==> config.mk <==
export PLATFORM = sky130hd
export DESIGN_NAME = if_id_skid_latch
export DESIGN_NICKNAME = d
export VERILOG_FILES = /design/src/rtl/pipeline_pkg.sv /design/src/rtl/sync_fifo_ptr.sv /design/src/rtl/if_id_skid_latch.sv
export SDC_FILE = /design/constraint.sdc
export NUM_CORES = 1
export LEC_CHECK = 0
export CAP_MARGIN = 20
export CELL_PAD_IN_SITES_DETAIL_PLACEMENT = 1
export CELL_PAD_IN_SITES_GLOBAL_PLACEMENT = 1
export CORE_MARGIN = 4
export CORE_UTILIZATION = 30
export DETAILED_ROUTE_END_ITERATION = 7
export PLACE_DENSITY = 0.68
export SLEW_MARGIN = 0
export SYNTH_ARGS = -nofsm -noshare
export SYNTH_HDL_FRONTEND = slang
export SYNTH_HIERARCHICAL = 1
export SYNTH_SLANG_ARGS = --single-unit
==> constraint.sdc <==
create_clock -name enable -period 11 [get_ports enable]
set_clock_uncertainty 0.15 [all_clocks]
set_input_delay 2.2 -clock enable [delete_from_list [all_inputs] [get_ports enable]]
set_output_delay 2.2 -clock enable [all_outputs]
set_load 0.005 [all_outputs]
==> src/rtl/pipeline_pkg.sv <==
// Shared definitions for the DLX pipeline registers: default widths, the bubble
// instruction, the buffered entry layout and a constant-foldable clog2.
package pipeline_pkg;

    localparam int INSTR_W = 32;
    localparam int PC_W    = 10;

    localparam logic [INSTR_W-1:0] NOP_INSTR = '0;

    typedef struct packed {
        logic [INSTR_W-1:0] instr;
        logic [PC_W-1:0]    pc;
    } entry_t;

    // Never returns less than 1 so a 1-entry pointer still gets a real bit.
    function automatic int clog2(input int n);
        int r;
        int v;
        r = 0;
        v = n - 1;
        while (v > 0) begin
            r = r + 1;
            v = v >> 1;
        end
        if (r == 0) r = 1;
        return r;
    endfunction

endpackage

==> src/rtl/sync_fifo_ptr.sv <==
// Read/write pointer and occupancy tracking for a DEPTH-entry FIFO; pointers wrap
// explicitly so DEPTH does not have to be a power of two.
module sync_fifo_ptr
    import pipeline_pkg::*;
#(
    parameter int DEPTH = 2
) (
    input  logic                        clk_i,
    input  logic                        rst_ni,
    input  logic                        push_i,
    input  logic                        pop_i,
    input  logic                        clear_i,
    output logic [clog2(DEPTH)-1:0]     rdPtr_o,
    output logic [clog2(DEPTH+1)-1:0]   count_o,
    output logic [clog2(DEPTH)-1:0]     wrPtr_o
);

    localparam int PTR_W = clog2(DEPTH);
    localparam int CNT_W = clog2(DEPTH + 1);
    localparam logic [PTR_W-1:0] LAST = PTR_W'(DEPTH - 1);

    logic [PTR_W-1:0] rdPtr_q, rdPtr_d;
    logic [PTR_W-1:0] wrPtr_q, wrPtr_d;
    logic [CNT_W-1:0] count_q, count_d;

    // Clear wins over everything; a simultaneous push and pop leaves count alone.
    always_comb begin
        rdPtr_d = rdPtr_q;
        wrPtr_d = wrPtr_q;
        count_d = count_q;
        if (clear_i) begin
            rdPtr_d = '0;
            wrPtr_d = '0;
            count_d = '0;
        end else begin
            if (push_i) wrPtr_d = (wrPtr_q == LAST) ? '0 : wrPtr_q + 1'b1;
            if (pop_i)  rdPtr_d = (rdPtr_q == LAST) ? '0 : rdPtr_q + 1'b1;
            if (push_i && !pop_i)      count_d = count_q + 1'b1;
            else if (pop_i && !push_i) count_d = count_q - 1'b1;
        end
    end

    always_ff @(posedge clk_i or negedge rst_ni) begin
        if (!rst_ni) begin
            rdPtr_q <= '0;
            wrPtr_q <= '0;
            count_q <= '0;
        end else begin
            rdPtr_q <= rdPtr_d;
            wrPtr_q <= wrPtr_d;
            count_q <= count_d;
        end
    end

    assign rdPtr_o = rdPtr_q;
    assign wrPtr_o = wrPtr_q;
    assign count_o = count_q;

endmodule

==> src/rtl/if_id_skid_latch.sv <==
// IF/ID pipeline register with a small skid buffer so fetched instructions survive
// decode stalls; flush on taken branch, PC correction and a saturating stall counter.
module if_id_skid_latch
    import pipeline_pkg::*;
#(
    parameter int                 INSTR_W   = pipeline_pkg::INSTR_W,
    parameter int                 PC_W      = pipeline_pkg::PC_W,
    parameter int                 DEPTH     = 2,
    parameter int unsigned        PC_ADJ    = 1,
    parameter logic [INSTR_W-1:0] NOP_INSTR = INSTR_W'(pipeline_pkg::NOP_INSTR),
    parameter int                 CNT_W     = 16
) (
    input  logic                        enable,
    input  logic                        reset,
    input  logic [INSTR_W-1:0]          in_instr,
    input  logic [PC_W-1:0]             in_pc_plus1,
    input  logic                        in_valid,
    output logic                        in_ready,
    input  logic                        id_write,
    input  logic                        flush,
    output logic [INSTR_W-1:0]          out_instr,
    output logic [PC_W-1:0]             out_pc,
    output logic                        out_valid,
    output logic [clog2(DEPTH+1)-1:0]   occupancy,
    output logic [CNT_W-1:0]            stall_cnt
);

    localparam int PTR_W = clog2(DEPTH);
    localparam int OCC_W = clog2(DEPTH + 1);

    typedef struct packed {
        logic [INSTR_W-1:0] instr;
        logic [PC_W-1:0]    pc;
    } slot_t;

    slot_t            mem_q [DEPTH];
    slot_t            head;
    logic [PTR_W-1:0] rdPtr, wrPtr;
    logic [OCC_W-1:0] count;
    logic             push, pop;
    logic [CNT_W-1:0] stallCnt_q, stallCnt_d;

    sync_fifo_ptr #(.DEPTH(DEPTH)) u_ptr (
        .clk_i   (enable),
        .rst_ni  (reset),
        .push_i  (push),
        .pop_i   (pop),
        .clear_i (flush),
        .rdPtr_o (rdPtr),
        .count_o (count),
        .wrPtr_o (wrPtr)
    );

    // Readiness comes only from the registered count, so a pop cannot free a slot same-cycle.
    assign in_ready  = (count < OCC_W'(DEPTH));
    assign out_valid = (count != '0);
    assign push      = in_valid && in_ready && !flush;
    assign pop       = out_valid && id_write && !flush;

    always_ff @(posedge enable) begin
        if (push) begin
            mem_q[wrPtr] <= '{instr: in_instr, pc: in_pc_plus1 - PC_W'(PC_ADJ)};
        end
    end

    assign head      = mem_q[rdPtr];
    assign out_instr = out_valid ? head.instr : NOP_INSTR;
    assign out_pc    = out_valid ? head.pc : '0;
    assign occupancy = count;

    // Stall cycles are counted only while decode holds a real instruction.
    always_comb begin
        stallCnt_d = stallCnt_q;
        if (out_valid && !id_write && !flush && (stallCnt_q != {CNT_W{1'b1}})) begin
            stallCnt_d = stallCnt_q + 1'b1;
        end
    end

    always_ff @(posedge enable or negedge reset) begin
        if (!reset) begin
            stallCnt_q <= '0;
        end else begin
            stallCnt_q <= stallCnt_d;
        end
    end

    assign stall_cnt = stallCnt_q;

endmodule

* Word-level counts from Yosys, hierarchy flattened
Memories as Yosys holds them, arrays and structs flattened.
Cells that the tools add are included.
** Cells by class
- Shifts and indexed selects :: 0
- Multiplexer cells :: 13
- Bitwise logic cells :: 0
- $add $sub $neg :: 6
- Divide/modulo/power cells :: 0
- $lt $le $gt $ge :: 1
- Reduce and logical (&&, ||, !) cells :: 17
- $mul :: 0
- Eq/ne operators :: 1
** Operators by type and width (count)
- $mux 32 :: 1
- $add 16x1->16 const B :: 1
- $ne 16x16->1 const B :: 1
- $mux 10 :: 1
- $sub 10x1->10 const B :: 1
- $logic_and 1x1->1 :: 9
- $mux 1 :: 8
- $mux 2 :: 3
- $reduce_bool 2->1 :: 3
- $logic_not 1->1 :: 4
- $reduce_bool 3->1 :: 1
- $add 1x1->1 const B :: 2
- $add 2x1->2 const B :: 1
- $lt 2x2->1 const B :: 1
- $sub 2x1->2 const B :: 1
** Word-level totals
- Register bits :: 20
- Word-level logic and storage cells :: 43
- Bits of input ports :: 47
- Memory bits (writable) :: 84
- Memory bits (read-only) :: 0
- Output and inout port bits :: 62
- Latch bits :: 0
- Memories kept :: 1
** Memory list
- mem_q :: depth 2, bits a word 42, read ports 1, clocked after Yosys merged registers in 0, write ports 1, line if_id_skid_latch.sv:36 : slot_t mem_q [DEPTH];

* Longest topological paths before layout
- Depth in word-level cells :: 8
- Depth in mapped cells :: 5
- Gate-level depth less buffers :: 5

* Hierarchy
The synthesis kept the hierarchy.
** Modules (own cells, without submodules)
- if_id_skid_latch :: sequential area each 2922.8 µm², cells an instance 282, area each 4129.0 µm², times used 1
- sync_fifo_ptr :: sequential area each 100.1 µm², cells an instance 17, area each 187.7 µm², times used 1

* Least setup slack after synthesis
OpenSTA, ideal clock, no wires.
- Path kind :: input -> register
- Start point :: input port in_valid
- End point :: memory mem_q[0][0] in the netlist's numbering, enable pin
- Path buffers :: 0
- Setup time :: 0.446 ns
- Stages :: 2
- Required time :: 10.404 ns
- Setup slack :: 5.768 ns
- Data arrival time :: 4.635 ns
- Cells stage by stage :: nor3b_1 > nor2b_1
** On the way
- Cells in the longest elaborated chain, start to end :: 4
** Ends and longest elaborated chain
- from (decl) :: line if_id_skid_latch.sv:17 : input logic in_valid,
- $logic_and 1x1->1 (2 in a row) :: line if_id_skid_latch.sv:57 : assign push = in_valid && in_ready && !flush;
- $mux 1 :: line if_id_skid_latch.sv:61 : if (push) begin
- $mux 1 (implied by the code) :: line if_id_skid_latch.sv:62 : mem_q[wrPtr] <= '{instr: in_instr, pc: in_pc_plus1 - PC_W'(PC_ADJ)};
- to (decl) :: line if_id_skid_latch.sv:36
Every way passes these cells.

* Worst setup path after layout
- Start point :: register u_ptr.rdPtr_q (netlist: u_ptr/rdPtr_o)
- End point :: output port out_pc[7]
** On the way
- Cells in the longest elaborated chain, start to end :: 2
** Ends and longest elaborated chain
- from (decl) :: line sync_fifo_ptr.sv:22 : logic [PTR_W-1:0] rdPtr_q, rdPtr_d;
- from (signal assigned) :: line sync_fifo_ptr.sv:49 : rdPtr_q <= rdPtr_d;
- $mem_v2 2x42
- $mux 10 :: line if_id_skid_latch.sv:68 : assign out_pc = out_valid ? head.pc : '0;
- to (decl) :: line if_id_skid_latch.sv:22 : output logic [PC_W-1:0] out_pc,
Every way passes these cells.

==> results.ini <==
[sta]
finalMaxSlewViolations=0
setup_viol_count_final=0
max_slew.worst_pin.slew_ns=1.035
worst_slew_margin_rel=0.3101
max_freq_mhz=211.5
final_critical_path_setup_slack_ns=6.272
report.final.hold_viol_count=0
fin_tns_setup_ns=0
grt_setup_unrepaired=false
final_worst_path_cycle_share=0.4298
timing.final.crit_period_ns=4.728

[global_route]
grt_busiest_layer=met2
globalRouteMet2Util=0.1959
grt_util_met3=0.04917
first_global_vias=3062
met1_usage=0.1576
grt_use_total=0.1252
grt_pass1_wl_um=15800
grt_antenna_before_repair=0
grt_start_max_net_pins=47
grt_remaining_overflow=0

[floorplanning]
initial_core_util=0.3086
placement_rows=43
area_enclosed_by_the_die_boundary_um2=16370
design.core.area_um2=13990
num_io_pins=109
dieHeight_um=128.0
die_w_um=128.0

[clock_network]
numClockSinks=104
cts_root_buf=sky130_fd_sc_hd__clkbuf_16
post_cts_resize_count=0
htreeDepth=3
cts_inserted_buffers=9
tritoncts=done
cts_hold_buffers=0
number_of_post_cts_setup_repair_buffers=0
clock_insertion_delay_worst_skew_ns=0.35
cts-root-to-sink-buffers=2
cts.clk_slew.worst_paths_ns=0.07

[logic_synthesis]
yosys.area.top_type=sky130_fd_sc_hd__edfxtp_1
postSynthNetCount=348
synthesis.area_um2=4317
synth_top_area_frac=0.5843
fraction_of_the_yosys_area_taken_by_sequential_cells=0.7003
post_synth.cell_area_avg_um2=14.44
dominantRegCellSynth=sky130_fd_sc_hd__edfxtp_1
fraction_of_registers_with_async_set_reset=0.1923
ys_top_cells_by_area=sky130_fd_sc_hd__edfxtp_1 (58%), sky130_fd_sc_hd__dfrtp_1 (12%), sky130_fd_sc_hd__mux2i_1 (9.7%), sky130_fd_sc_hd__nor2_1 (4.3%), sky130_fd_sc_hd__xor2_1 (3.0%)
synth_enable_flop_cells=84
synth_seq_cells=104
synth.distinct_cells=31
synth_cells=299
synth-warning-count=6

[place]
dp.final_hpwl_um=6564
pre_cts_slack_ns=5.964
io_buffer_count=108
gp_congestion=0.7856

[status]
status=completed

[critical_path]
setup.worst_path.class=reg -> out
timing.critical_path.from_type=flop
worst-endpoint-arrival_ns=2.38
cp-end-kind=primary output
worstPathMaxFanout=37
timing.critical_path.required_ns=8.65

[power_and_ir_drop]
combinationalPowerShare=0.160
power_switching_uw=226.3
powerDensity_nw_per_um2=158.8
p_int_uw=717.4
clock_power_share=0.343
max-vdd-ir-drop_v=0.00009318
switching_share=0.2398
p_leak_nw=2.043
p_seq_frac=0.497

[layout]
finish.net_count=460
areaGrowthSynthToFinish_pct=37.71
final_util=0.4250
antenna_cells_inserted=0
post_route_cells_drive_above_1_share=0.06250

[run]
drv_cap=0

[detailed_routing]
via_per_inst=4.641
vias=2766
routed_wirelength_um=9690
drt.antenna.violating_nets=0
drcViolationCount=0
drt_iter0_markers=150
avgRoutedWirePerCell_um=16.26
initial_drt_pass_iterations=4

[min_path]
worst_hold_path_type=reg -> reg

cell type report:
| cell class | count | area, µm² |
|---|---|---|
| Clock buffer | 9 | 225.2 |
| Inverter | 7 | 26.28 |
| Sequential cell | 104 | 3024 |
| Timing Repair Buffer | 111 | 1124 |
| Fill cell | 1488 | 8044 |
| Multi-Input combinational cell | 178 | 1237 |
| Clock inverter | 7 | 82.58 |
| Tap cell | 180 | 225.2 |
flip-flops by register name (all words and copies together) (netlist names):
name	cells
mem_q	84
u_ptr/rdPtr_o	1
u_ptr/count_o	2
stall_cnt	16
u_ptr/wrPtr_o	1
synthesized netlist by cell type (3+ instances only):
cell and count:
sky130_fd_sc_hd__edfxtp_1 84, sky130_fd_sc_hd__nor2_1 50, sky130_fd_sc_hd__mux2i_1 42, sky130_fd_sc_hd__dfrtp_1 20, sky130_fd_sc_hd__xor2_1 15, sky130_fd_sc_hd__nand2_1 10, sky130_fd_sc_hd__nor3_1 10, sky130_fd_sc_hd__xnor2_1 9
sky130_fd_sc_hd__nand4_1 8, sky130_fd_sc_hd__inv_1 7, sky130_fd_sc_hd__buf_2 5, sky130_fd_sc_hd__clkbuf_1 5, sky130_fd_sc_hd__nor3b_1 4, sky130_fd_sc_hd__or3_1 4, sky130_fd_sc_hd__nand3_1 3, sky130_fd_sc_hd__nor4_1 3
power by group through the flow:
stage / registers (mW) / clock network, mW / logic [mW]
4_1_cts: 0.470 / 0.338 / 0.151
6_report: 0.469 / 0.324 / 0.151
2_1_floorplan: 0.474 / 0 / 0.0579
3_3_place_gp: 0.476 / 0 / 0.147
5_1_grt: 0.472 / 0.356 / 0.166
3_5_place_dp: 0.478 / 0 / 0.150
layer usage:
layer / routed length (µm) / vias up / share of wire
li1: - / 1308 / -
met1: 4259 / 1366 / 0.44
met2: 4650 / 81 / 0.48
met3: 593 / 11 / 0.061
met4: 187 / 0 / 0.019
met5: 0 / - / 0
worst max-delay path, stage by stage, from the launching register on:
cell                              delay [ns]
sky130_fd_sc_hd__dfrtp_2                0.50
sky130_fd_sc_hd__buf_4                  0.57
sky130_fd_sc_hd__mux2i_1                0.40
sky130_fd_sc_hd__nor2_1                 0.08
sky130_fd_sc_hd__clkdlybuf4s50_1        0.45
path summary, 6_finish.rpt:
| path | slack [ns] | endpoint | startpoint | cells after the start |
|---|---|---|---|---|
| max | 6.27 | out_pc[7] | u_ptr/rdPtr_o$_DFFE_PN0P_ | 4 |
| min | 0.38 | stall_cnt[3]$_DFFE_PN0P_ | stall_cnt[3]$_DFFE_PN0P_ | 1 |
| max reg2reg | 8.34 | mem_q[1][14]$_DFFE_PP_ | u_ptr/count_o[1]$_DFFE_PN0P_ | 2 |
| min reg2reg | 0.38 | stall_cnt[3]$_DFFE_PN0P_ | stall_cnt[3]$_DFFE_PN0P_ | 1 |
| max in group asynchronous | 7.82 | u_ptr/rdPtr_o$_DFFE_PN0P_ | reset | 1 |
| min in group asynchronous | 2.23 | stall_cnt[5]$_DFFE_PN0P_ | reset | 1 |
through the flow:
stage	hold WS, ns	power [mW]	cell area [µm²]	cells
after global placement	0.3579	0.6234	5609	579
after floorplan	0.3458	0.5314	4317	299
after CTS	0.3790	0.9582	5917	595
final	0.3789	0.9437	5944	596
after global routing	0.4094	0.9945	5944	596
after detailed placement	0.3654	0.6280	5609	579
logic make-up after synthesis:
group           share of synthesized area
buf+inv                           0.01623
xor+xnor                          0.04870
simple gates                       0.1229
fa+ha+maj                        0.005796
flops                              0.7003
compound gates                   0.005215
mux                                0.1009
placed cells by master, fill, tap and decap left out, types with 3 or more instances in the layout:
| cell | synthesis | final |
|---|---|---|
| sky130_fd_sc_hd__mux2i_1 | 42 | 42 |
| sky130_fd_sc_hd__nor3b_1 | 4 | 4 |
| sky130_fd_sc_hd__nand2_1 | 10 | 10 |
| sky130_fd_sc_hd__dfrtp_1 | 20 | 19 |
| sky130_fd_sc_hd__xnor2_1 | 9 | 9 |
| sky130_fd_sc_hd__clkbuf_16 | 0 | 9 |
| sky130_fd_sc_hd__nand4_1 | 8 | 8 |
| sky130_fd_sc_hd__nor3_1 | 10 | 10 |
| sky130_fd_sc_hd__nor2_1 | 50 | 50 |
| sky130_fd_sc_hd__nand3_1 | 3 | 3 |
| sky130_fd_sc_hd__nor4_1 | 3 | 3 |
| sky130_fd_sc_hd__clkdlybuf4s50_1 | 0 | 108 |
| sky130_fd_sc_hd__xor2_1 | 15 | 15 |
| sky130_fd_sc_hd__or3_1 | 4 | 4 |
| sky130_fd_sc_hd__inv_1 | 7 | 7 |
| sky130_fd_sc_hd__edfxtp_1 | 84 | 84 |
Note: power is estimated with default switching activity, not from simulation.
